==> src/rtl/afifo_pkg.sv <==
// Shared defaults and packing convention for the AFIFO read-side packer.
package afifo_pkg;

  localparam int unsigned AFIFO_WIDTH = 12;
  localparam int unsigned PACK_WIDTH  = 16;

  // The first FIFO word popped lands in the least-significant bits of a packed word.
  localparam bit PACK_LSB_FIRST = 1'b1;

endpackage

==> src/rtl/afifo_read_packer.sv <==
// Drains an AFIFO read port and repacks InWidth-bit words into OutWidth-bit
// words (LSB-first) on a valid/ready stream, with a zero-padded flush.
module afifo_read_packer
  import afifo_pkg::*;
#(
  parameter int unsigned InWidth  = AFIFO_WIDTH,
  parameter int unsigned OutWidth = PACK_WIDTH
) (
  input  logic                clk,
  input  logic                rst_n,
  output logic                fifoRead,
  input  logic [InWidth-1:0]  fifoData,
  input  logic                fifoEmpty,
  output logic [OutWidth-1:0] outData,
  output logic                outValid,
  input  logic                outReady,
  input  logic                flush,
  output logic                flushDone
);

  localparam int unsigned AccW = InWidth + OutWidth - 1;
  localparam int unsigned CntW = $clog2(InWidth + OutWidth);

  // Elaboration guards for configurations the datapath does not support.
  if (InWidth > OutWidth) begin : g_bad_width
    $error("afifo_read_packer: InWidth must not exceed OutWidth");
  end
  if (!PACK_LSB_FIRST) begin : g_bad_order
    $error("afifo_read_packer: only LSB-first packing is implemented");
  end

  logic [AccW-1:0]     acc_q, acc_d;
  logic [CntW-1:0]     cnt_q, cnt_d;
  logic                flush_pend_q, flush_pend_d;
  logic [OutWidth-1:0] out_data_q, out_data_d;
  logic                out_valid_q, out_valid_d;
  logic                flush_done_q, flush_done_d;

  logic                slot_free;
  logic [CntW-1:0]     cnt_sum;
  logic                fits;
  logic [AccW-1:0]     merged;

  assign slot_free = ~out_valid_q | outReady;
  assign cnt_sum   = cnt_q + CntW'(InWidth);
  assign fits      = (cnt_sum < CntW'(OutWidth));
  assign merged    = acc_q | (AccW'(fifoData) << cnt_q);

  // Pop strobe; held low during reset, while a flush is in progress, and when
  // a completing pop would have nowhere to put its output word.
  assign fifoRead = rst_n & ~fifoEmpty & ~flush_pend_q & ~flush & (slot_free | fits);

  // Next-state: pop/pack path, flush path and output-register handshake.
  always_comb begin
    acc_d        = acc_q;
    cnt_d        = cnt_q;
    flush_pend_d = flush_pend_q | flush;
    out_data_d   = out_data_q;
    out_valid_d  = out_valid_q & ~outReady;
    flush_done_d = 1'b0;

    if (fifoRead) begin
      if (fits) begin
        acc_d = merged;
        cnt_d = cnt_sum;
      end else begin
        out_data_d  = merged[OutWidth-1:0];
        out_valid_d = 1'b1;
        acc_d       = merged >> OutWidth;
        cnt_d       = cnt_sum - CntW'(OutWidth);
      end
    end else if (flush_pend_q) begin
      if (cnt_q == '0) begin
        flush_pend_d = 1'b0;
        flush_done_d = 1'b1;
      end else if (slot_free) begin
        // acc is always zero above cnt, so the low slice is already zero-padded.
        out_data_d   = acc_q[OutWidth-1:0];
        out_valid_d  = 1'b1;
        acc_d        = '0;
        cnt_d        = '0;
        flush_pend_d = 1'b0;
        flush_done_d = 1'b1;
      end
    end
  end

  // State and output registers.
  always_ff @(posedge clk or negedge rst_n) begin
    if (!rst_n) begin
      acc_q        <= '0;
      cnt_q        <= '0;
      flush_pend_q <= 1'b0;
      out_data_q   <= '0;
      out_valid_q  <= 1'b0;
      flush_done_q <= 1'b0;
    end else begin
      acc_q        <= acc_d;
      cnt_q        <= cnt_d;
      flush_pend_q <= flush_pend_d;
      out_data_q   <= out_data_d;
      out_valid_q  <= out_valid_d;
      flush_done_q <= flush_done_d;
    end
  end

  assign outData   = out_data_q;
  assign outValid  = out_valid_q;
  assign flushDone = flush_done_q;

endmodule

==> config.mk <==
export PLATFORM = sky130hd
export DESIGN_NAME = afifo_read_packer
export DESIGN_NICKNAME = d
export VERILOG_FILES = /design/src/rtl/afifo_pkg.sv /design/src/rtl/afifo_read_packer.sv
export SDC_FILE = /design/constraint.sdc
export NUM_CORES = 1
export LEC_CHECK = 0
export ABC_AREA = 1
export CORE_MARGIN = 3
export CORE_UTILIZATION = 66
export CTS_BUF_LIST = sky130_fd_sc_hd__clkbuf_2 sky130_fd_sc_hd__clkbuf_4 sky130_fd_sc_hd__clkbuf_8
export DETAILED_ROUTE_END_ITERATION = 6
export DONT_BUFFER_PORTS = 1
export PLACE_DENSITY = 0.94
export SLEW_MARGIN = 0
export SYNTH_ARGS = -nofsm -noshare
export SYNTH_HDL_FRONTEND = slang
export SYNTH_SLANG_ARGS = --single-unit
==> constraint.sdc <==
create_clock -name clk -period 2 [get_ports clk]
set_input_delay 0.4 -clock clk [delete_from_list [all_inputs] [get_ports clk]]
set_output_delay 0.4 -clock clk [all_outputs]
set_load 0.02 [all_outputs]
==> summary.md <==
| Metric | Value |
|---|---|
| Final global-route overflow total | 0 |
| Nature of the critical path startpoint | flop |
| I/O pins | 36 |
| Initial standard-cell utilization of the core | 0.704 |
| Max-slew headroom at the worst pin | 0.776 |
| Critical Path End Type | primary output |
| XOR/XNOR Fraction of Synth Area | 0 |
| Total of endpoints with negative setup slack in the final report | 0 |
| # DRC | 0 |
| Root Driver | sky130_fd_sc_hd__clkbuf_8 |
| Highest clock frequency the design can meet | 518 MHz |
| Area used by multi-input combinational logic | 1140 µm² |
| Fraction of synthesized cell area taken by the top area cell type | 0.452 |
| Post-layout instance area | 2820 µm² |
| Row Count | 22 |
| Average wire per cell in the routed design | 15.5 µm |
| Post-route minimum period | 1.93 ns |
| Placer Congestion | 0.888 |
| Cells traversed along the worst timing path | inv_1 -> ha_2 -> nor2_1 -> nor2_2 -> buf_12 |
| Detailed placement HPWL | 4230 µm |
| Sequential-to-total area share from yosys stat | 0.452 |
| Type of the worst setup path | reg -> out |
| Remaining antenna violation count | 0 |
| Most frequent cells after synthesis | sky130_fd_sc_hd__nand2_1, sky130_fd_sc_hd__nand3_1, sky130_fd_sc_hd__inv_1, sky130_fd_sc_hd__dfrtp_1, sky130_fd_sc_hd__o21ai_0 |
| First DRT Iteration DRCs | 257 |
| PD cells | 1460 nW/µm² |
| Die area | 4820 µm² |
| EDFF count, synth | 0 |
| Worst path slowest cell | sky130_fd_sc_hd__dfrtp_1 |
| Final hold violations | 0 |
| Top area cells in the synthesized netlist | sky130_fd_sc_hd__dfrtp_1, sky130_fd_sc_hd__nand2_1, sky130_fd_sc_hd__nand3_1 |
| Area of the core | 3770 µm² |
| Number of iterations in the first detailed-routing pass | 5 |
| H-Tree Level Count | 2 |
| Distinct cells, synth | 20 |
| Via count | 2486 |
| CTS tree | done |
| Number of buffers added on ports | 0 |
| Data arrival, critical path | 1.53 ns |
| Reported leakage power | 0.00151 µW |
| Synth area leader | sky130_fd_sc_hd__dfrtp_1 |
| Clock tree buffer depth | 2 |
| Source-to-sink clock delay at the later pin of the worst-skew pair | 0.30 ns |
| Antenna violations before repair | 0 |
| Slew Limit Fails | 0 |
| Top-count cell post-synth | sky130_fd_sc_hd__nand2_1 |
| Post-synthesis cell count | 371 |
| Maximum vdd ir drop | 0.798 mV |
| Final core area utilization | 0.748 |
| Total nets after synthesis | 390 |
| Worst clock skew on the final layout | 0.00812 ns |
| Total of flip-flops plus latches after synthesis | 48 |
| Setup TNS | 0 ns |
| Worst min-delay path category | in -> reg |
| Worst endpoint required time | 1.60 ns |
| Area of the mapped netlist | 2660 µm² |
| Gate family responsible for the most delay along the worst path | flip-flops |
| Total wirelength of the detailed-routed design | 6470 µm |
| Highest fanout seen on the critical path | 29 |
| Layout cells sized above 1 | 0.0757 |
| Filler cell count | 273 |
| First-pass GRT wire length | 10700 µm |
| Total of warnings raised by yosys | 0 |
| Async S/R FF share, synth | 1.00 |
| Post-DR vias/cell | 5.95 |
| Nets@finish | 388 |
| Dominant combinational cell family by area after synthesis | simple AND/OR/NAND/NOR gates |
| Basic-gate share of the synthesized area counting and, or, nand and nor cells | 0.333 |
| Setup repair after global routing missed its margin | no |
| Count of antenna diodes in the layout | 0 |
| Post-synthesis average cell area | 7.16 µm² |
| Combined buffer and inverter count along the critical path | 2 |
| Mux contribution to synthesized area | 0 |
| Die span in y | 69.4 µm |
| Area fraction in compound gates after synthesis | 0.0834 |
| Part of the cycle the worst path needs | 0.964 |
| Via count of the first global-routing pass | 2310 |
| Cell area after placement | 2670 µm² |
| Area share of fa/ha/maj cells after synthesis | 0.00943 |
| Power Total | 4110 µW |
| TritonCTS buffer count | 5 |
| Pin count of the biggest net entering global routing | 49 |
| Total area of sequential cells | 1200 µm² |
| Worst-Margin Slew | 0.333 ns |
| Total clock sinks | 48 |
| Clock edge transition at the registers on the reported setup and hold paths | 0.08 ns |
| Run status | finished clean |
| Horizontal die dimension | 69.4 µm |
| Number of violations of the max-capacitance limit | 0 |
| Ys flop type | sky130_fd_sc_hd__dfrtp_1 |
| Area growth from synthesis to layout | 6.22% |
| Global routing usage summed across all routing layers | 0.273 |
| Stage delay of the slowest cell on the critical path | 0.41 ns |
worst register-to-register path: stages, from the launching register on:
cell and delay [ns]:
sky130_fd_sc_hd__dfrtp_1 0.38, sky130_fd_sc_hd__inv_1 0.08, sky130_fd_sc_hd__buf_4 0.21, sky130_fd_sc_hd__ha_1 0.22
sky130_fd_sc_hd__inv_1 0.08, sky130_fd_sc_hd__nand3_1 0.16, sky130_fd_sc_hd__nand2_2 0.14, sky130_fd_sc_hd__buf_4 0.26
sky130_fd_sc_hd__inv_1 0.11, sky130_fd_sc_hd__nand2_1 0.07, sky130_fd_sc_hd__nand2_1 0.05
repair_timing:
| action | in CTS | in global routing |
|---|---|---|
| hold buffers | 2 | 0 |
| buffers inserted | 0 | 0 |
| endpoints found under the hold margin | 48 | 0 |
| gates resized for setup | 0 | 1 |
| setup endpoints to repair | 0 | 3 |
power breakdown:
| part | leakage (µW) | switching (µW) | total (µW) | internal [µW] |
|---|---|---|---|---|
| clock | 0.0000586 | 318 | 703 | 385 |
| sequential | 0.000644 | 304 | 1560 | 1260 |
| combinational | 0.000805 | 1270 | 1850 | 576 |
| total | 0.00151 | 1890 | 4110 | 2220 |
area by class of cell:
type,count,share of cell area
multi-input cells,252,0.403
flip-flops and latches,48,0.426
clock inverters,2,0.0124
inverters,51,0.0688
repair buffers,11,0.0417
clock buffers,6,0.0271
well taps,48,0.0213
logic make-up (layout without fill, tap and decap cells):
group / Yosys count / count (layout)
simple gates: 209 / 209
buf+inv: 71 / 70
compound gates: 41 / 41
flops: 48 / 48
fa+ha+maj: 2 / 2
per-stage QoR:
stage | hold WS, ns | setup WS [ns] | cells
4_1_cts | 0.248 | 0.0937 | 418
3_5_place_dp | 0.106 | 0.227 | 408
5_1_grt | 0.243 | 0.0134 | 418
6_report | 0.247 | 0.0713 | 418
2_1_floorplan | 0.104 | 0.162 | 371
3_3_place_gp | 0.106 | 0.308 | 408
layer usage:
metal  GRT usage  vias up  wire length, µm
met4      0.0824        0              154
met5           0        -                0
met1       0.347     1161             2570
met3      0.0739       24              611
met2       0.456      144             3130
li1            -     1157                -
path summary, 6_finish.rpt:
| path | from | endpoint | slack (ns) | depth (start not counted) |
|---|---|---|---|---|
| setup / recovery | cnt_q[3] | fifoRead | 0.07 | 5 |
| hold / removal | flush | flush_pend_q | 0.25 | 2 |
| setup reg to reg | cnt_q[3] | acc_q[9] | 0.15 | 10 |
| hold reg to reg | acc_q[8] | acc_q[8] | 0.49 | 2 |
| max in group asynchronous | rst_n | acc_q[19] | 1.18 | 2 |
| min in group asynchronous | rst_n | outData[7] | 0.61 | 2 |
placed cells by master, fill, tap and decap left out:
cell type / instances
sky130_fd_sc_hd__a21oi_1: 10
sky130_fd_sc_hd__buf_4: 8
sky130_fd_sc_hd__nand2_1: 124
sky130_fd_sc_hd__inv_4: 1
sky130_fd_sc_hd__clkinv_2: 1
sky130_fd_sc_hd__clkbuf_4: 1
sky130_fd_sc_hd__o21ai_0: 27
sky130_fd_sc_hd__nor2_2: 2
sky130_fd_sc_hd__ha_1: 1
sky130_fd_sc_hd__clkbuf_8: 5
sky130_fd_sc_hd__inv_1: 49
sky130_fd_sc_hd__buf_16: 1
sky130_fd_sc_hd__nor2_1: 9
sky130_fd_sc_hd__o22ai_1: 1
sky130_fd_sc_hd__dlygate4sd3_1: 1
sky130_fd_sc_hd__buf_12: 1
sky130_fd_sc_hd__o221ai_1: 1
sky130_fd_sc_hd__a21oi_4: 1
sky130_fd_sc_hd__inv_2: 1
sky130_fd_sc_hd__o21ai_1: 1
sky130_fd_sc_hd__bufinv_16: 1
sky130_fd_sc_hd__nand3_1: 70
sky130_fd_sc_hd__ha_2: 1
sky130_fd_sc_hd__nand2_2: 4
sky130_fd_sc_hd__dfrtp_1: 48
flip-flops by register name, indices dropped and copies added, names as in the netlist:
signal,count
outValid,1
outData,16
acc_q,27
flushDone,1
cnt_q,2
flush_pend_q,1
(Power assumes the default switching activity.)
